**src/rtl/re_mapper_pkg.sv**
```systemverilog
// Shared types, defaults and the configuration check for the resource-element mapper.
package re_mapper_pkg;

  localparam int NSC_TOT_DEF = 1200;
  localparam int NSYM_DEF    = 14;
  localparam int RE_PER_RB   = 12;

  typedef enum logic [2:0] {
    IDLE,
    CHECK,
    SYM_INIT,
    MAP_DMRS,
    MAP_DATA,
    SYM_END,
    DONE
  } state_t;

  typedef enum logic [1:0] {
    SRC_FFT,
    SRC_DMRS,
    SRC_ZERO
  } wr_src_t;

  // Fields are sized for the widest supported grid; narrower ports are zero-extended.
  typedef struct packed {
    logic [15:0] sc_start;
    logic [6:0]  n_rb;
    logic [3:0]  sym_start;
    logic [3:0]  sym_end;
    logic [15:0] dmrs_mask;
    logic        comb;
  } cfg_t;

  function automatic logic [10:0] n_sc_of(logic [6:0] n_rb);
    return 11'(n_rb) * 11'(RE_PER_RB);
  endfunction

  function automatic logic cfg_check(cfg_t cfg, int nsc_tot, int nsym);
    int sc_end;
    sc_end = int'(cfg.sc_start) + int'(n_sc_of(cfg.n_rb));
    return (cfg.n_rb == 7'd0) || (cfg.sym_end < cfg.sym_start) ||
           (int'(cfg.sym_end) >= nsym) || (sc_end > nsc_tot);
  endfunction

endpackage

```
**src/rtl/re_mapper_gen_if.sv**
```systemverilog
// FFT / DMRS input streams and grid write bus of the resource-element mapper.
interface re_mapper_gen_if #(
  parameter int IQ_W   = 18,
  parameter int DMRS_W = 9,
  parameter int ADDR_W = 11
);
  logic signed [IQ_W-1:0]   fft_i;
  logic signed [IQ_W-1:0]   fft_q;
  logic                     fft_valid;
  logic                     fft_ready;
  logic signed [DMRS_W-1:0] dmrs_i;
  logic signed [DMRS_W-1:0] dmrs_q;
  logic                     dmrs_valid;
  logic                     dmrs_ready;
  logic [9:0]               dmrs_rd_addr;
  logic                     wr_en;
  logic [3:0]               wr_sym;
  logic [ADDR_W-1:0]        wr_addr;
  logic signed [IQ_W-1:0]   wr_i;
  logic signed [IQ_W-1:0]   wr_q;

  modport master (
    output fft_i, fft_q, fft_valid, dmrs_i, dmrs_q, dmrs_valid,
    input  fft_ready, dmrs_ready, dmrs_rd_addr,
    input  wr_en, wr_sym, wr_addr, wr_i, wr_q
  );

  modport slave (
    input  fft_i, fft_q, fft_valid, dmrs_i, dmrs_q, dmrs_valid,
    output fft_ready, dmrs_ready, dmrs_rd_addr,
    output wr_en, wr_sym, wr_addr, wr_i, wr_q
  );
endinterface

```
**src/rtl/re_mapper_wr_stage.sv**
```systemverilog
// Registered grid write stage: selects FFT, sign-extended DMRS or zero data.
module re_mapper_wr_stage
  import re_mapper_pkg::*;
#(
  parameter int IQ_W   = 18,
  parameter int DMRS_W = 9,
  parameter int ADDR_W = 11
) (
  input  logic                     CLK_RE,
  input  logic                     RST_RE,
  input  logic                     wr_req,
  input  wr_src_t                  wr_src,
  input  logic signed [IQ_W-1:0]   fft_i,
  input  logic signed [IQ_W-1:0]   fft_q,
  input  logic signed [DMRS_W-1:0] dmrs_i,
  input  logic signed [DMRS_W-1:0] dmrs_q,
  input  logic [3:0]               sym,
  input  logic [ADDR_W-1:0]        addr,
  output logic                     wr_en,
  output logic [3:0]               wr_sym,
  output logic [ADDR_W-1:0]        wr_addr,
  output logic signed [IQ_W-1:0]   wr_i,
  output logic signed [IQ_W-1:0]   wr_q
);

  logic signed [IQ_W-1:0] data_i;
  logic signed [IQ_W-1:0] data_q;

  always_comb begin
    data_i = '0;
    data_q = '0;
    case (wr_src)
      SRC_FFT: begin
        data_i = fft_i;
        data_q = fft_q;
      end
      SRC_DMRS: begin
        data_i = {{(IQ_W-DMRS_W){dmrs_i[DMRS_W-1]}}, dmrs_i};
        data_q = {{(IQ_W-DMRS_W){dmrs_q[DMRS_W-1]}}, dmrs_q};
      end
      default: ;
    endcase
  end

  always_ff @(posedge CLK_RE or posedge RST_RE) begin
    if (RST_RE) begin
      wr_en   <= 1'b0;
      wr_sym  <= '0;
      wr_addr <= '0;
      wr_i    <= '0;
      wr_q    <= '0;
    end else begin
      wr_en <= wr_req;
      if (wr_req) begin
        wr_sym  <= sym;
        wr_addr <= addr;
        wr_i    <= data_i;
        wr_q    <= data_q;
      end
    end
  end

endmodule

```
**src/rtl/re_mapper_gen.sv**
```systemverilog
// PUSCH resource-element mapper with DMRS bitmap, comb offset and back-pressure.
// Define RE_MAPPER_ZERO_FILL_EN to write zeros on non-DMRS REs of DMRS symbols.
module re_mapper_gen
  import re_mapper_pkg::*;
#(
  parameter int IQ_W    = 18,
  parameter int DMRS_W  = 9,
  parameter int NSC_TOT = NSC_TOT_DEF,
  parameter int NSYM    = NSYM_DEF,
  parameter int ADDR_W  = 11
) (
  input  logic              CLK_RE,
  input  logic              RST_RE,
  input  logic              cfg_start,
  input  logic [ADDR_W-1:0] cfg_sc_start,
  input  logic [6:0]        cfg_n_rb,
  input  logic [3:0]        cfg_sym_start,
  input  logic [3:0]        cfg_sym_end,
  input  logic [NSYM-1:0]   cfg_dmrs_mask,
  input  logic              cfg_comb,
  re_mapper_gen_if.slave    bus,
  output logic              busy,
  output logic              sym_done,
  output logic              slot_done,
  output logic              cfg_err
);

  state_t            state, next_state;
  cfg_t              cfg_q, cfg_in;
  logic [3:0]        sym_q;
  logic [10:0]       sc_cnt_q;
  logic [10:0]       n_sc;
  logic [10:0]       sc_inc;
  logic [9:0]        dmrs_cnt_q;
  logic              cfg_bad, sym_is_dmrs, sym_is_last, dmrs_re;
  logic              re_last, wr_req, fft_rdy, dmrs_rdy, dmrs_take;
  wr_src_t           wr_src;
  logic [ADDR_W-1:0] wr_addr_nxt;

  always_comb begin
    cfg_in           = '0;
    cfg_in.sc_start  = 16'(cfg_sc_start);
    cfg_in.n_rb      = cfg_n_rb;
    cfg_in.sym_start = cfg_sym_start;
    cfg_in.sym_end   = cfg_sym_end;
    cfg_in.dmrs_mask = 16'(cfg_dmrs_mask);
    cfg_in.comb      = cfg_comb;
  end

  assign n_sc        = n_sc_of(cfg_q.n_rb);
  assign cfg_bad     = cfg_check(cfg_q, NSC_TOT, NSYM);
  assign sym_is_dmrs = cfg_q.dmrs_mask[sym_q];
  assign sym_is_last = (sym_q == cfg_q.sym_end);
  assign dmrs_re     = (sc_cnt_q[0] == cfg_q.comb);
  assign wr_addr_nxt = ADDR_W'(cfg_q.sc_start) + ADDR_W'(sc_cnt_q);

  always_ff @(posedge CLK_RE or posedge RST_RE) begin
    if (RST_RE) state <= IDLE;
    else        state <= next_state;
  end

  always_comb begin
    next_state = state;
    case (state)
      IDLE:     if (cfg_start) next_state = CHECK;
      CHECK:    next_state = cfg_bad ? IDLE : SYM_INIT;
      SYM_INIT: next_state = sym_is_dmrs ? MAP_DMRS : MAP_DATA;
      MAP_DMRS,
      MAP_DATA: if (re_last) next_state = SYM_END;
      SYM_END:  next_state = sym_is_last ? DONE : SYM_INIT;
      DONE:     next_state = IDLE;
      default:  next_state = IDLE;
    endcase
  end

  always_comb begin
    fft_rdy   = 1'b0;
    dmrs_rdy  = 1'b0;
    wr_req    = 1'b0;
    wr_src    = SRC_FFT;
    sc_inc    = '0;
    dmrs_take = 1'b0;
    re_last   = 1'b0;
    case (state)
      MAP_DATA: begin
        fft_rdy = 1'b1;
        if (bus.fft_valid) begin
          wr_req  = 1'b1;
          sc_inc  = 11'd1;
          re_last = (sc_cnt_q == n_sc - 11'd1);
        end
      end
      MAP_DMRS: begin
        dmrs_rdy = dmrs_re;
`ifdef RE_MAPPER_ZERO_FILL_EN
        if (!dmrs_re) begin
          wr_req  = 1'b1;
          wr_src  = SRC_ZERO;
          sc_inc  = 11'd1;
          re_last = (sc_cnt_q == n_sc - 11'd1);
        end else if (bus.dmrs_valid) begin
          wr_req    = 1'b1;
          wr_src    = SRC_DMRS;
          dmrs_take = 1'b1;
          sc_inc    = 11'd1;
          re_last   = (sc_cnt_q == n_sc - 11'd1);
        end
`else
        // Only an odd comb starts off-comb; one skip cycle aligns, then step by two.
        if (!dmrs_re) begin
          sc_inc = 11'd1;
        end else if (bus.dmrs_valid) begin
          wr_req    = 1'b1;
          wr_src    = SRC_DMRS;
          dmrs_take = 1'b1;
          sc_inc    = 11'd2;
          re_last   = (sc_cnt_q >= n_sc - 11'd2);
        end
`endif
      end
      default: ;
    endcase
  end

  always_ff @(posedge CLK_RE or posedge RST_RE) begin
    if (RST_RE) begin
      cfg_q      <= '0;
      cfg_err    <= 1'b0;
      sym_q      <= '0;
      sc_cnt_q   <= '0;
      dmrs_cnt_q <= '0;
      busy       <= 1'b0;
      sym_done   <= 1'b0;
      slot_done  <= 1'b0;
    end else begin
      sym_done  <= (state == SYM_END);
      slot_done <= (state == DONE);
      busy      <= (next_state != IDLE) && (next_state != CHECK);
      case (state)
        IDLE: begin
          if (cfg_start) begin
            cfg_q   <= cfg_in;
            cfg_err <= 1'b0;
          end
        end
        CHECK: begin
          if (cfg_bad) cfg_err <= 1'b1;
          else         sym_q   <= cfg_q.sym_start;
        end
        SYM_INIT: begin
          sc_cnt_q   <= '0;
          dmrs_cnt_q <= '0;
        end
        MAP_DMRS, MAP_DATA: begin
          sc_cnt_q <= sc_cnt_q + sc_inc;
          if (dmrs_take) dmrs_cnt_q <= dmrs_cnt_q + 10'd1;
        end
        SYM_END: begin
          if (!sym_is_last) sym_q <= sym_q + 4'd1;
        end
        default: ;
      endcase
    end
  end

  assign bus.fft_ready    = fft_rdy;
  assign bus.dmrs_ready   = dmrs_rdy;
  assign bus.dmrs_rd_addr = dmrs_cnt_q;

  re_mapper_wr_stage #(
    .IQ_W  (IQ_W),
    .DMRS_W(DMRS_W),
    .ADDR_W(ADDR_W)
  ) u_wr_stage (
    .CLK_RE (CLK_RE),
    .RST_RE (RST_RE),
    .wr_req (wr_req),
    .wr_src (wr_src),
    .fft_i  (bus.fft_i),
    .fft_q  (bus.fft_q),
    .dmrs_i (bus.dmrs_i),
    .dmrs_q (bus.dmrs_q),
    .sym    (sym_q),
    .addr   (wr_addr_nxt),
    .wr_en  (bus.wr_en),
    .wr_sym (bus.wr_sym),
    .wr_addr(bus.wr_addr),
    .wr_i   (bus.wr_i),
    .wr_q   (bus.wr_q)
  );

endmodule

```
**src/flat_wrapper.sv**
```systemverilog
// flat-port wrapper written by rule: the top's interface ports become plain ports
module re_mapper_gen_flat import re_mapper_pkg::*;
#(
  parameter int IQ_W    = 18,
  parameter int DMRS_W  = 9,
  parameter int NSC_TOT = NSC_TOT_DEF,
  parameter int NSYM    = NSYM_DEF,
  parameter int ADDR_W  = 11
)
  (CLK_RE, RST_RE, cfg_start, cfg_sc_start, cfg_n_rb, cfg_sym_start, cfg_sym_end, cfg_dmrs_mask, cfg_comb, busy, sym_done, slot_done, cfg_err, bus_fft_i, bus_fft_q, bus_fft_valid, bus_dmrs_i, bus_dmrs_q, bus_dmrs_valid, bus_fft_ready, bus_dmrs_ready, bus_dmrs_rd_addr, bus_wr_en, bus_wr_sym, bus_wr_addr, bus_wr_i, bus_wr_q);
  re_mapper_gen_if #(.IQ_W(IQ_W), .DMRS_W(DMRS_W), .ADDR_W(ADDR_W)) bus_i ();
  input  logic CLK_RE;
  input  logic RST_RE;
  input  logic cfg_start;
  input  logic [ADDR_W-1:0] cfg_sc_start;
  input  logic [6:0] cfg_n_rb;
  input  logic [3:0] cfg_sym_start;
  input  logic [3:0] cfg_sym_end;
  input  logic [NSYM-1:0] cfg_dmrs_mask;
  input  logic cfg_comb;
  output logic busy;
  output logic sym_done;
  output logic slot_done;
  output logic cfg_err;
  input wire logic [$bits(bus_i.fft_i)-1:0] bus_fft_i;
  input wire logic [$bits(bus_i.fft_q)-1:0] bus_fft_q;
  input wire logic [$bits(bus_i.fft_valid)-1:0] bus_fft_valid;
  input wire logic [$bits(bus_i.dmrs_i)-1:0] bus_dmrs_i;
  input wire logic [$bits(bus_i.dmrs_q)-1:0] bus_dmrs_q;
  input wire logic [$bits(bus_i.dmrs_valid)-1:0] bus_dmrs_valid;
  output wire logic [$bits(bus_i.fft_ready)-1:0] bus_fft_ready;
  output wire logic [$bits(bus_i.dmrs_ready)-1:0] bus_dmrs_ready;
  output wire logic [$bits(bus_i.dmrs_rd_addr)-1:0] bus_dmrs_rd_addr;
  output wire logic [$bits(bus_i.wr_en)-1:0] bus_wr_en;
  output wire logic [$bits(bus_i.wr_sym)-1:0] bus_wr_sym;
  output wire logic [$bits(bus_i.wr_addr)-1:0] bus_wr_addr;
  output wire logic [$bits(bus_i.wr_i)-1:0] bus_wr_i;
  output wire logic [$bits(bus_i.wr_q)-1:0] bus_wr_q;
  assign bus_i.fft_i = bus_fft_i;
  assign bus_i.fft_q = bus_fft_q;
  assign bus_i.fft_valid = bus_fft_valid;
  assign bus_i.dmrs_i = bus_dmrs_i;
  assign bus_i.dmrs_q = bus_dmrs_q;
  assign bus_i.dmrs_valid = bus_dmrs_valid;
  assign bus_fft_ready = bus_i.fft_ready;
  assign bus_dmrs_ready = bus_i.dmrs_ready;
  assign bus_dmrs_rd_addr = bus_i.dmrs_rd_addr;
  assign bus_wr_en = bus_i.wr_en;
  assign bus_wr_sym = bus_i.wr_sym;
  assign bus_wr_addr = bus_i.wr_addr;
  assign bus_wr_i = bus_i.wr_i;
  assign bus_wr_q = bus_i.wr_q;
  re_mapper_gen #(.IQ_W(IQ_W), .DMRS_W(DMRS_W), .NSC_TOT(NSC_TOT), .NSYM(NSYM), .ADDR_W(ADDR_W)) u_core (.CLK_RE(CLK_RE), .RST_RE(RST_RE), .cfg_start(cfg_start), .cfg_sc_start(cfg_sc_start), .cfg_n_rb(cfg_n_rb), .cfg_sym_start(cfg_sym_start), .cfg_sym_end(cfg_sym_end), .cfg_dmrs_mask(cfg_dmrs_mask), .cfg_comb(cfg_comb), .bus(bus_i), .busy(busy), .sym_done(sym_done), .slot_done(slot_done), .cfg_err(cfg_err));
endmodule
```
**config.mk**
```make
export PLATFORM = sky130hd
export DESIGN_NAME = re_mapper_gen_flat
export DESIGN_NICKNAME = d
export VERILOG_FILES = /design/src/rtl/re_mapper_pkg.sv /design/src/rtl/re_mapper_gen_if.sv /design/src/rtl/re_mapper_wr_stage.sv /design/src/rtl/re_mapper_gen.sv /design/src/flat_wrapper.sv
export SDC_FILE = /design/constraint.sdc
export NUM_CORES = 1
export LEC_CHECK = 0
export BUFFER_PORTS_ARGS = -buffer_cell sky130_fd_sc_hd__buf_4
export CORE_ASPECT_RATIO = 2
export CORE_MARGIN = 5
export CORE_UTILIZATION = 34
export DETAILED_ROUTE_END_ITERATION = 12
export MAX_ROUTING_LAYER = met4
export PLACE_DENSITY = 0.62
export SYNTH_ARGS = -nofsm -noshare
export SYNTH_HDL_FRONTEND = slang
export SYNTH_HIERARCHICAL = 1
export SYNTH_SLANG_ARGS = --single-unit
```
**constraint.sdc**
```tcl
create_clock -name CLK_RE -period 3.8 [get_ports CLK_RE]
set_input_delay 1.14 -clock CLK_RE [delete_from_list [all_inputs] [get_ports CLK_RE]]
set_output_delay 1.14 -clock CLK_RE [all_outputs]
set_load 0.01 [all_outputs]
```
# After elaboration in Yosys (flattened, before gate mapping)
# Cells that the tools add are included.
# Widths: inputs -> output; s select.
# totals
wordCells	101
ramBits	0
mem_count	0
in_bits	100
ff_bits	125
output_inout_bits	68
latch_bits	0
mem_bits_ro	0
# op_classes
n_reduce_logical	16
n_lt_le_gt_ge	5
shift	0
muxes	37
add_sub_neg	7
n_mul	1
div	0
bitwise_logic	0
eq_ne	16
# op_table
cell	n
$pmux 18 s2	2
$pmux 11 s2	2
$gt 32x12->1 const B	1
$add 11x11->11	2
$pmux 10 s2	1
$pmux 3 s5	1
$mux 1	14
$add 11x11->12	1
$mux 3	4
$eq 11x11->1	1
$ge 11x11->1	1
$mux 11	1
$sub 11x1->11 const B	1
$sub 11x2->11 const B	1
$add 10x1->10 const B	1
$mux 10	1
$eq 3x3->1 const B	3
$mul 7x2->9 const B	1
$mux 2	4
$mux 4	2
$pmux 4 s2	1
$logic_not 7->1	1
$eq 3x2->1 const B	2
$ne 2x2->1 const B	3
21 further kinds	30

# Depth between registers and ports, before layout
# Gate-level depths: netlist (run 1).
# logic_depth
depth_word	10
depth_mapped	18
depth_no_buf	18

# Modules after synthesis
# Netlist (run 1), hierarchy kept.
# by_module_without_submodules
module	seq_area_each_um2	area_per_inst_um2	n_inst	cells_per_inst
re_mapper_gen	1826.8	4927.2	1	507
re_mapper_wr_stage	1301.2	2352.3	1	193

# Worst setup path after synthesis (run 1)
# OpenSTA, ideal clock, no wires.
# synth_timing
path_type	register to register
startpoint	register u_core/cfg_q[25] (netlist name)
endpoint	register u_core.sym_q[1]
setup_time_ns	0.126
required_ns	3.674
path_buffers	1
stages_incl_launch_ff	16
synth_period_minus_slack_ns	3.664
arrival_ns	3.538
slack_ns	0.136
path_cell_list	dfrtp_1 > ha_1 > inv_1 > fa_1 > xnor2_1 > ha_1 > buf_2 > o21ai_0 > nor2_1 > or2_1 > maj3_2 > xnor2_1 > a31oi_1 > o211ai_2 > and3_4 > o32a_1
# synth_between
elab_chain_len	6
elab_cells_between_ends	9
classes_between	add/sub (1); mul (1); order compare (1); eq/ne (1); reduce/logical (5)
# synth_rtl
element	line_no	rtl
start, declared	re_mapper_gen.sv:29	cfg_t cfg_q, cfg_in;
start signal, assigned	re_mapper_gen.sv:142	cfg_q <= cfg_in;
$mul 7x2->9 or $logic_not 7->1 (tied branches)	re_mapper_pkg.sv:35, re_mapper_pkg.sv:41	
$add 11x11->12 or $logic_or 1x1->1 (tied branches)	re_mapper_pkg.sv:40, re_mapper_pkg.sv:41	
$gt 32x12->1 or $logic_or 1x1->1 (tied branches)	re_mapper_pkg.sv:42, re_mapper_pkg.sv:41	
$logic_or 1x1->1 (*)	re_mapper_pkg.sv:42	(int'(cfg.sym_end) >= nsym) || (sc_end > nsc_tot);
$ne 2x2->1 (no source line) (*)	n/a	
$reduce_and 3->1 (no source line) (*)	n/a	
end signal, assigned	re_mapper_gen.sv:148	else sym_q <= cfg_q.sym_start;
end signal, assigned	re_mapper_gen.sv:159	if (!sym_is_last) sym_q <= sym_q + 4'd1;
end, declared	re_mapper_gen.sv:30	logic [3:0] sym_q;
# Every way passes the cells marked *; elsewhere a longest branch is shown, timed or not.
# A chain may end at the register's enable or synchronous reset.

# Final worst setup path (run 1)
# layout_timing
startpoint	register u_core/cfg_q[26] (netlist name)
endpoint	register u_core.sym_q[1]
# Same word-level chain as after synthesis.

==> run_results.csv, run 1 <==
group,metric,value,unit
run_status,outcome,"finished, final reports clean",
detailed_routing,wl_per_cell,16.89,microns
die,die-area,0.02461,sq mm
global_routing,overflow,0,
timing,fin_skew,8.801,ps
detailed_routing,drt_iter0_markers,234,
job,cap_viol_max_count,0,
synth,syn-mean-instance-area,10.40,sq um
synth,synth-edff-count,0,
global_routing,grt_pass1_vias,6030,
global_routing,antenna_found_initial,0,
timing,fmax,275.6,MHz
worst_setup_path,crit_required,4100,ps
timing,relSlewSlack,0.2412,
worst_setup_path,critPathLaunchType,"flop",
clock_network,cts_tree,"done",
finish,diodes,0,
clock_network,hold_buffers,0,
synth,synth-warning-count,6,
finish,multi_input_comb_area,0.003739,sq mm
clock_network,numCtsBuffers,17,
worst_setup_path,crit_path_end_kind,"flop",
die,rows,75,
clock_network,root_buffer,"clkbuf_16",
synth,async_reset_ff_frac,1.000,
clock_network,clock_path_buffers,2,
power,power,8.966,mW
power,max-vdd-ir-drop,0.4479,mV
power,powerDensity,949.3,mW/mm^2
finish,design_area,0.009445,sq mm
clock_network,clkLatencyLatePin,430,ps
detailed_routing,vias,5809,
detailed_routing,ant_nets,0,
timing,tightestPinTransition,1129,ps
synth,ys_ff_latch,125,
worst_setup_path,worstPathMaxFanout,5,
detailed_routing,drc,0,
synth,synth_nets,848,
synth,synth_seq_area_share,0.4297,
synth,synth_area,0.007279,sq mm
timing,rsz0062_at_grt,"yes",
die,io_pins,168,
timing,finalMaxSlewViolations,0,
placed_design,gp_congestion,0.8295,
finish,nets,1018,
finish,regArea,0.003128,sq mm
timing,whs,498.1,ps
synth,ys.flop_type,"dfrtp_1",
timing,setup_viol,0,
placed_design,placed_cell_area,0.008783,sq mm
detailed_routing,wl,19.46,mm
worst_setup_path,critPathArrivalTime,3930,ps
die,die_h,216.9,microns
power,power.leakage,4.452,nW
worst_hold_path,hold_class,"flop to flop",
clock_network,cts.sinks,125,
detailed_routing,drt_pre_antenna_iters,4,
die,initial_utilization,0.3463,
finish,drive_gt1_frac,0.3250,
timing,fin_crit_sh,0.9550,
die,core_region_area,0.02102,sq mm
die,die_w,113.5,microns
synth,synth.distinct_cells,61,
finish,fin_util,0.4493,
timing,hold_viol,0,
placed_design,placed_cells,1119,
worst_setup_path,crit_type,"flop to flop",
placed_design,port_buffers,167,
global_routing,grt_first_pass_wirelength,30.91,mm
clock_network,clk_pin_slew,60,ps
timing,fin_crit,3629,ps
finish,stdcell_count,1152,
clock_network,h-tree-depth,4,
placed_design,place_hpwl,15.16,mm
finish,n_fill_cell,2082,
global_routing,grtUsageTotal,0.1653,
synth,postSynthCellCount,700,
finish,area_growth,29.75,%
global_routing,grt_max_degree,53,
detailed_routing,viasPerCell,5.043,
area by class of cell:
type	instances	share of cell area
tap	269	0.03563
multi-input combinational	474	0.3958
clock inverter	11	0.01510
clock buffer	21	0.04769
timing repair buffer	184	0.1476
sequential	125	0.3312
inverter	68	0.02702
cells in the mapped netlist (5+ instances only):
| library cell | instances | area (sq um) |
|---|---|---|
| nor2_1 | 31 | 116.4 |
| nand3_1 | 13 | 65.06 |
| dfrtp_1 | 125 | 3128 |
| xor2_1 | 15 | 131.4 |
| buf_6 | 12 | 135.1 |
| ha_1 | 44 | 550.5 |
| a211oi_1 | 7 | 52.55 |
| clkbuf_1 | 14 | 52.55 |
| o22ai_1 | 37 | 231.5 |
| o21ai_0 | 35 | 175.2 |
| a21o_1 | 11 | 82.58 |
| nor3_1 | 6 | 30.03 |
| nor2b_1 | 5 | 31.28 |
| o211ai_1 | 7 | 52.55 |
| nand4_1 | 9 | 56.30 |
| mux2_2 | 45 | 506.7 |
| mux2i_1 | 42 | 420.4 |
| a21oi_1 | 24 | 120.1 |
| xnor2_1 | 22 | 192.7 |
| and3_1 | 7 | 43.79 |
| nand2_1 | 49 | 183.9 |
| inv_1 | 68 | 255.2 |
timing repair:
item                                    in CTS  in global routing
endpoints found under the setup margin       0                  9
gates resized for setup                      0                 15
buffers inserted                             0                  1
through the flow:
stage	setup WS (ps)	setup TNS, ps
after detailed placement	107.8	0
final	171.1	0
after floorplan	136.0	0
after global routing	-46.03	-47.95
after CTS	84.92	0
after global placement	166.5	0
final timing paths:
kind	start	endpoint	slack [ps]	cells past startpoint
setup reg to reg	u_core/cfg_q[26]$_DFFE_PP0P_	u_core/sym_q[1]$_DFFE_PP0P_	170	14
hold / removal	u_core/cfg_q[13]$_DFFE_PP0P_	u_core/cfg_q[13]$_DFFE_PP0P_	500	1
max in group asynchronous	RST_RE	u_core/cfg_q[34]$_DFFE_PP0P_	2360	3
min in group asynchronous	RST_RE	u_core/u_wr_stage/wr_q[8]$_DFFE_PP0P_	740	2
hold reg to reg	u_core/cfg_q[13]$_DFFE_PP0P_	u_core/cfg_q[13]$_DFFE_PP0P_	500	1
setup / recovery	u_core/cfg_q[26]$_DFFE_PP0P_	u_core/sym_q[1]$_DFFE_PP0P_	170	14
flip-flops by register name, summed over array words and instances (netlist names):
name,cells
u_core/slot_done,1
u_core/u_wr_stage/wr_sym,4
u_core/sym_done,1
u_core/busy,1
u_core/bus.dmrs_rd_addr,10
u_core/u_wr_stage/wr_i,18
u_core/sc_cnt_q,11
u_core/cfg_err,1
u_core/u_wr_stage/wr_en,1
u_core/sym_q,4
u_core/u_wr_stage/wr_q,18
u_core/state,3
u_core/cfg_q,41
u_core/u_wr_stage/wr_addr,11
metal layers:
metal,part of all wire,global-route usage,up-vias
met5,0,-,-
met4,0.038,0.08343,0
met3,0.041,0.03057,43
met2,0.57,0.3070,153
met1,0.35,0.1598,2800
li1,-,-,2813
worst max-delay path, stage by stage (launching register included):
cell      delay (ps)
dfrtp_1          390
ha_1             200
inv_1             70
fa_1             450
inv_1            110
ha_2             310
a211oi_2         220
nor2_1            80
or2_1            250
maj3_2           340
xnor2_1          150
a31oi_1          210
o211ai_2         170
and3_4           220
o32a_1           340
cell usage in the layout, fill, tap and decap left out, types with 3 or more instances in the layout:
| cell type | netlist | layout |
|---|---|---|
| a211oi_1 | 7 | 6 |
| a21o_1 | 11 | 11 |
| a21oi_1 | 24 | 23 |
| and2_1 | 3 | 3 |
| and3_1 | 7 | 7 |
| buf_4 | 3 | 183 |
| bufinv_16 | 0 | 3 |
| clkbuf_1 | 14 | 3 |
| clkbuf_16 | 0 | 17 |
| clkinv_2 | 0 | 4 |
| dfrtp_1 | 125 | 125 |
| fa_1 | 4 | 4 |
| ha_1 | 44 | 42 |
| inv_1 | 68 | 65 |
| inv_2 | 0 | 3 |
| mux2_2 | 45 | 45 |
| mux2i_1 | 42 | 42 |
| mux4_2 | 3 | 3 |
| nand2_1 | 49 | 48 |
| nand2b_1 | 3 | 3 |
| nand3_1 | 13 | 13 |
| nand4_1 | 9 | 9 |
| nor2_1 | 31 | 31 |
| nor2b_1 | 5 | 5 |
| nor3_1 | 6 | 6 |
| o211ai_1 | 7 | 7 |
| o21ai_0 | 35 | 31 |
| o21ai_1 | 0 | 4 |
| o21bai_1 | 4 | 4 |
| o22ai_1 | 37 | 37 |
| o31ai_1 | 3 | 3 |
| or2_2 | 3 | 3 |
| xnor2_1 | 22 | 19 |
| xnor2_2 | 0 | 3 |
| xor2_1 | 15 | 14 |
where the power goes:
group	internal, mW	switching (mW)	total [mW]	leakage (nW)
Sequential	1.89	0.495	2.38	1.59
Clock	1.04	0.603	1.65	0.287
Combinational	2.40	2.54	4.94	2.57
Total	5.33	3.64	8.97	4.45
cells by family (layout without fill, tap and decap cells):
family | after synthesis | after routing | share of synthesized area
adders and majority gates | 50 | 50 | 0.08955
xor gates and xnor gates | 38 | 38 | 0.04675
and+or+nand+nor | 147 | 147 | 0.09969
buffers and inverters | 101 | 284 | 0.06669
muxes | 90 | 90 | 0.1366
other | 1 | 1 | 0.0005151
DFF | 125 | 125 | 0.4297
AOI/OAI and AO/OA | 148 | 148 | 0.1305
Power figures use the tool's default switching activity.
==> run 2: changes to the inputs <==
--- a/config.mk
+++ b/config.mk
@@ -6,13 +6,14 @@
 export NUM_CORES = 1
 export LEC_CHECK = 0
 export BUFFER_PORTS_ARGS = -buffer_cell sky130_fd_sc_hd__buf_4
+export CAP_MARGIN = 15
 export CORE_ASPECT_RATIO = 2
 export CORE_MARGIN = 5
 export CORE_UTILIZATION = 34
+export CTS_CLUSTER_SIZE = 14
 export DETAILED_ROUTE_END_ITERATION = 12
 export MAX_ROUTING_LAYER = met4
 export PLACE_DENSITY = 0.62
 export SYNTH_ARGS = -nofsm -noshare
 export SYNTH_HDL_FRONTEND = slang
-export SYNTH_HIERARCHICAL = 1
 export SYNTH_SLANG_ARGS = --single-unit
==> run 2 against run 1 <==
Effect of this change:
- the run now ends with setup timing left
- sequential power is essentially flat
- worst hold slack lost 36 ps
- setup slack lost 170 ps
- global-route usage grew 1.1 points
- synthesized cell count shrank 0.86%
- non-clock buffer count grew 4
- combinational power grew 2%
- critical endpoint is now u_core.busy$_DFF_PP0_
- largest cell class unchanged
- largest power group unchanged
==> run_results.csv, run 2 <==
group,metric,value,unit
run_status,outcome,"finished with violations",
run_status,violations,"setup timing",
clock_network,clock_path_buffers,2,
placed_design,place_hpwl,14.63,mm
placed_design,port_buffers,167,
power,power,9.063,mW
die,initial_utilization,0.3451,
timing,hold_viol,0,
detailed_routing,vias,5683,
timing,tightestPinTransition,845.0,ps
finish,nets,1022,
die,core_region_area,0.01982,sq mm
power,powerDensity,991.2,mW/mm^2
finish,design_area,0.009144,sq mm
finish,fin_util,0.4613,
finish,final_cell_mix,"buf_4, nand2_1, dfrtp_1, ha_1, o21ai_0",
clock_network,clk_pin_slew,60,ps
global_routing,grtUsageTotal,0.1762,
timing,relSlewSlack,0.4315,
worst_setup_path,crit_required,4100,ps
clock_network,cts.sinks,125,
global_routing,grt_pass1_vias,6021,
worst_setup_path,crit_type,"flop to flop",
timing,whs,462.3,ps
clock_network,cts_tree,"done",
detailed_routing,drt_iter0_markers,226,
synth,synth-warning-count,0,
clock_network,numCtsBuffers,17,
detailed_routing,wl,19.19,mm
detailed_routing,viasPerCell,4.950,
finish,reg.largest.list,"u_core.cfg_q x41, u_core.u_wr_stage.wr_i x18, u_core.u_wr_stage.wr_q x18",
finish,stdcell_count,1148,
clock_network,clkLatencyLatePin,420,ps
placed_design,placed_cells,1112,
worst_setup_path,worstPathMaxFanout,4,
synth,synth_top_area_frac,0.4574,
worst_setup_path,critPathArrivalTime,4100,ps
synth,synth_seq_area_share,0.4574,
detailed_routing,drt_pre_antenna_iters,4,
worst_setup_path,crit_path_end_kind,"flop",
finish,diodes,0,
synth,async_reset_ff_frac,1.000,
finish,layout_commonest_cell,"buf_4",
synth,synth_nets,843,
placed_design,placed_cell_area,0.008458,sq mm
timing,setup_ws,-0.9921,ps
die,rows,73,
placed_design,gp_congestion,0.9229,
synth,synth.cells.most_frequent,"nand2_1, dfrtp_1, ha_1",
detailed_routing,ant_nets,0,
detailed_routing,drc,0,
job,cap_viol_max_count,0,
placed_design,pre_cts_ws,-43.07,ps
clock_network,hold_buffers,0,
timing,rsz0062_at_grt,"yes",
timing,setup_viol,1,
synth,synth.most_common_cell,"nand2_1",
timing,fmax,263.1,MHz
synth,synth_area_leaders,"dfrtp_1, ha_1, nand2_1, mux2_2, o21ai_0",
clock_network,root_buffer,"clkbuf_16",
synth,syn-mean-instance-area,9.855,sq um
power,power.leakage,4.429,nW
global_routing,grt_max_degree,126,
die,io_pins,168,
synth,synth.distinct_cells,60,
synth,ys_ff_latch,125,
worst_hold_path,hold_class,"flop to flop",
detailed_routing,wl_per_cell,16.72,microns
synth,ys.flop_type,"dfrtp_1",
synth,synth_area,0.006839,sq mm
global_routing,antenna_found_initial,0,
power,max-vdd-ir-drop,0.4227,mV
synth,postSynthCellCount,694,
global_routing,grt_first_pass_wirelength,30.47,mm
timing,fin_tns_setup,-0.9921,ps
timing,fin_crit_sh,1.000,
synth,synth.largest_area_cell,"dfrtp_1",
finish,top_register,"u_core.cfg_q",
worst_setup_path,critPathLaunchType,"flop",
die,die-area,0.02322,sq mm
finish,largest_reg_flops,41,
timing,finalMaxSlewViolations,0,
clock_network,h-tree-depth,4,
finish,drive_gt1_frac,0.3160,
finish,area_growth,33.70,%
die,die_w,110.3,microns
die,die_h,210.6,microns
timing,fin_crit,3801,ps
global_routing,overflow,0,
timing,fin_skew,7.502,ps
synth,synth-edff-count,0,
run 2: changes by cell type after synthesis, sizes merged, moves of 5 or more:
cell,delta
a22oi,+15
a31oi,+20
buf,-13
clkbuf,+8
inv,-43
mux2,-13
mux2i,-34
nand2,+83
nand2b,+5
nand4,-5
nor2,+7
o21ai,+10
o22ai,-36
xnor2,-8
run 2: repair_timing:
action	CTS	global route
buffers inserted	1	3
gates resized for setup	5	9
endpoints found under the setup margin	1	6
pin swaps	1	4
run 2: layout make-up:
class                           instances  area [sq um]
Tap cell                              262         327.8
Fill cell                            1928         10680
Clock inverter                         12         126.4
Timing Repair Buffer                  188          1424
Sequential cell                       125          3128
Multi-Input combinational cell        516          3583
Clock buffer                           20         456.7
Inverter                               25         97.59
run 2: per-layer routing:
metal | share of wire | vias to the layer above | global-route usage
met3 | 0.037 | 41 | 0.02911
li1 | - | 2804 | -
met4 | 0.040 | 0 | 0.08844
met2 | 0.56 | 129 | 0.3211
met1 | 0.36 | 2709 | 0.1752
met5 | 0 | - | -
run 2: worst paths after layout:
check                                                        start                                       to  slack (ps)  depth (start not counted)
setup / recovery                      u_core.cfg_q[27]$_DFFE_PP0P_                    u_core.busy$_DFF_PP0_          -1                         15
hold / removal             u_core.u_wr_stage.wr_sym[3]$_DFFE_PP0P_  u_core.u_wr_stage.wr_sym[3]$_DFFE_PP0P_         460                          2
setup reg to reg                      u_core.cfg_q[27]$_DFFE_PP0P_                    u_core.busy$_DFF_PP0_          -1                         15
hold reg to reg            u_core.u_wr_stage.wr_sym[3]$_DFFE_PP0P_  u_core.u_wr_stage.wr_sym[3]$_DFFE_PP0P_         460                          2
max in group asynchronous                                   RST_RE             u_core.cfg_q[41]$_DFFE_PP0P_        2360                          3
min in group asynchronous                                   RST_RE    u_core.u_wr_stage.wr_q[1]$_DFFE_PP0P_         920                          3
run 2: where the power goes:
group	switching (mW)	total [mW]	internal, mW
registers	0.504	2.40	1.90
logic	2.63	5.06	2.42
clock network	0.650	1.60	0.953
total	3.79	9.06	5.28
run 2: logic make-up after synthesis:
kind of cell / after synthesis / share of synthesized area
mux: 43 / 0.07428
buf+inv: 53 / 0.03055
flops: 125 / 0.4574
compound gates: 152 / 0.1431
simple gates: 238 / 0.1572
xor+xnor: 34 / 0.04354
fa+ha+maj: 49 / 0.09404
run 2: worst max-delay path: stages, from the launching register on:
cell       delay, ps
dfrtp_1          410
inv_1            180
ha_4             240
nor2b_1          120
o21ai_0          130
nand2b_1         120
xor2_2           180
or3_1            400
nor3_2           160
xnor2_1          100
ha_1             320
o2111ai_2        130
or4_1            410
a22o_1           260
o21ai_2          180
or3b_1           350
==> run 3: changes to the inputs <==
--- a/config.mk
+++ b/config.mk
@@ -8,7 +8,6 @@
 export BUFFER_PORTS_ARGS = -buffer_cell sky130_fd_sc_hd__buf_4
 export CAP_MARGIN = 15
 export CORE_ASPECT_RATIO = 2
-export CORE_MARGIN = 5
 export CORE_UTILIZATION = 34
 export CTS_CLUSTER_SIZE = 14
 export DETAILED_ROUTE_END_ITERATION = 12
==> run 3 against run 2 <==
Effect of this change:
- the flow now finishes without violations
- largest cell class unchanged
- sequential power about the same
- worst hold slack gained 3.6 ps
- critical path depth grew 1
==> run_results.csv, run 3 (same netlist as run 2, synthesis figures left out) <==
group,metric,value,unit
worst_setup_path,crit_type,"flop to flop",
worst_hold_path,hold_depth,2,
worst_setup_path,critical_path.cell_chain,"ha_2 -> inv_2 -> fa_2 -> nor2b_1 -> o21ai_1 -> nand2b_1 -> xor2_2 -> or3_4 -> buf_4 -> xor2_1 -> ha_1 -> o2111ai_2 -> or4_1 -> a22o_1 -> o21ai_2 -> or3b_1",
clock_network,cts.sinks,125,
finish,design_area,0.009243,sq mm
finish,layout_commonest_cell,"buf_4",
worst_setup_path,endpoint,"u_core.busy$_DFF_PP0_",
worst_setup_path,reg2regPathDepth,16,
worst_setup_path,r2r-start,"u_core.cfg_q[26]$_DFFE_PP0P_",
die,core_region_area,0.01982,sq mm
clock_network,clkLatencyLatePin,430,ps
timing,setup_ws,28.71,ps
detailed_routing,wl,18.45,mm
timing,fin_skew,13.07,ps
die,initial_utilization,0.3451,
timing,rsz0062_at_grt,"yes",
worst_setup_path,critPathLaunch,"u_core.cfg_q[26]$_DFFE_PP0P_",
die,io_pins,168,
placed_design,placed_cells,1118,
clock_network,root_buffer,"clkbuf_16",
worst_setup_path,r2r_end,"u_core.busy$_DFF_PP0_",
finish,fin_util,0.4663,
timing,relSlewSlack,0.3972,
clock_network,cts_tree,"done",
global_routing,grt_use_met1,0.1933,
clock_network,clock_path_buffers,2,
placed_design,gp_congestion,0.9074,
detailed_routing,drt_iter0_markers,208,
worst_setup_path,slowest_delay,410,ps
clock_network,numCtsBuffers,17,
placed_design,place_hpwl,14.18,mm
worst_setup_path,critPathArrivalTime,4070,ps
placed_design,pre_cts_ws,-86.20,ps
global_routing,top_usage_layer,"met2",
worst_hold_path,hold_class,"flop to flop",
global_routing,antenna_found_initial,0,
detailed_routing,drt_pre_antenna_iters,4,
clock_network,clk_pin_slew,60,ps
placed_design,placed_cell_area,0.008516,sq mm
finish,final_cell_mix,"buf_4, nand2_1, dfrtp_1, ha_1, o21ai_0",
timing,hold_viol,0,
run_status,outcome,"finished, final reports clean",
power,powerDensity,1006,mW/mm^2
power,power,9.297,mW
timing,fin_crit_sh,0.9924,
detailed_routing,ant_nets,0,
placed_design,port_buffers,167,
timing,tightestPinTransition,895.9,ps
finish,nets,1029,
die,die-area,0.02072,sq mm
timing,finalMaxSlewViolations,0,
timing,setup_viol,0,
worst_setup_path,critPathLaunchType,"flop",
job,cap_viol_max_count,0,
die,rows,73,
detailed_routing,drc,0,
global_routing,use_met3,0.02616,
worst_setup_path,worstPathMaxFanout,3,
finish,largest_reg_flops,41,
clock_network,hold_buffers,0,
global_routing,grt_max_degree,64,
detailed_routing,viasPerCell,4.971,
global_routing,grt_first_pass_wirelength,29.41,mm
detailed_routing,vias,5741,
timing,whs,465.8,ps
worst_setup_path,r2r_setup_slack,30,ps
die,die_h,202.6,microns
finish,stdcell_count,1155,
clock_network,h-tree-depth,4,
finish,diodes,0,
timing,fmax,265.2,MHz
die,die_w,102.3,microns
finish,area_growth,35.14,%
detailed_routing,wl_per_cell,15.97,microns
worst_setup_path,slowest_stage,"or4_1",
finish,reg.largest.list,"u_core.cfg_q x41, u_core.u_wr_stage.wr_i x18, u_core.u_wr_stage.wr_q x18",
worst_setup_path,crit_required,4100,ps
timing,fin_tns_setup,0,ps
global_routing,grt_pass1_vias,5849,
power,max-vdd-ir-drop,0.4437,mV
global_routing,grtUsageMet2,0.3514,
worst_setup_path,crit_path_end_kind,"flop",
timing,fin_crit,3771,ps
global_routing,overflow,0,
power,power.leakage,4.476,nW
global_routing,grtUsageTotal,0.1920,
finish,drive_gt1_frac,0.3348,
finish,top_register,"u_core.cfg_q",
run 3: changes by cell type in the layout (fill, tap and decap cells not counted), sizes merged:
cell | before | now
clkinv | 2 | 5
inv | 31 | 33
bufinv | 1 | 0
clkinvlp | 3 | 2
clkbuf | 20 | 17
buf | 188 | 195
run 3: timing repair:
action                     4_1_cts  5_1_grt
pin swaps                        0       14
gates resized for setup          6       23
setup endpoints to repair        3        6
setup buffers                    2        3
run 3: how the worst min path moves through the flow:
stage / startpoint / end / slack, ps
2_1_floorplan: u_core.cfg_q[13]$_DFFE_PP0P_ / u_core.cfg_q[13]$_DFFE_PP0P_ / 480
4_1_cts: u_core.u_wr_stage.wr_sym[1]$_DFFE_PP0P_ / u_core.u_wr_stage.wr_sym[1]$_DFFE_PP0P_ / 470
3_5_place_dp: u_core.u_wr_stage.wr_sym[3]$_DFFE_PP0P_ / u_core.u_wr_stage.wr_sym[3]$_DFFE_PP0P_ / 460
3_3_place_gp: u_core.u_wr_stage.wr_sym[1]$_DFFE_PP0P_ / u_core.u_wr_stage.wr_sym[1]$_DFFE_PP0P_ / 450
6_report: u_core.u_wr_stage.wr_sym[1]$_DFFE_PP0P_ / u_core.u_wr_stage.wr_sym[1]$_DFFE_PP0P_ / 470
5_1_grt: u_core.u_wr_stage.wr_sym[1]$_DFFE_PP0P_ / u_core.u_wr_stage.wr_sym[1]$_DFFE_PP0P_ / 490
run 3: worst max-delay path: cells and delay by family (launching register included):
kind                     cells  cell delay, ps
AO/OA/AOI/OAI                4             570
XOR/XNOR                     2             260
adder cells (fa/ha/maj)      3             840
buffers and inverters        2             190
flip-flops                   1             370
AND/OR/NAND/NOR              5            1440
run 3: cell type report:
cell class / count / area, sq um
inverters: 25 / 97.59
multi-input cells: 516 / 3649
well taps: 262 / 327.8
clock inverters: 15 / 126.4
repair buffers: 195 / 1489
clock buffers: 17 / 425.4
flip-flops and latches: 125 / 3128
fillers: 1932 / 10580
run 3: metal layers:
| layer | vias up | part of all wire |
|---|---|---|
| li1 | 2823 | - |
| met1 | 2756 | 0.37 |
| met2 | 133 | 0.57 |
| met3 | 29 | 0.028 |
| met4 | 0 | 0.030 |
| met5 | - | 0 |
run 3: where the power goes:
group | leakage, nW | total [mW] | internal [mW] | switching [mW]
clock | 0.275 | 1.53 | 0.856 | 0.673
combinational | 2.65 | 5.35 | 2.64 | 2.71
sequential | 1.55 | 2.42 | 1.90 | 0.517
total | 4.48 | 9.30 | 5.40 | 3.90
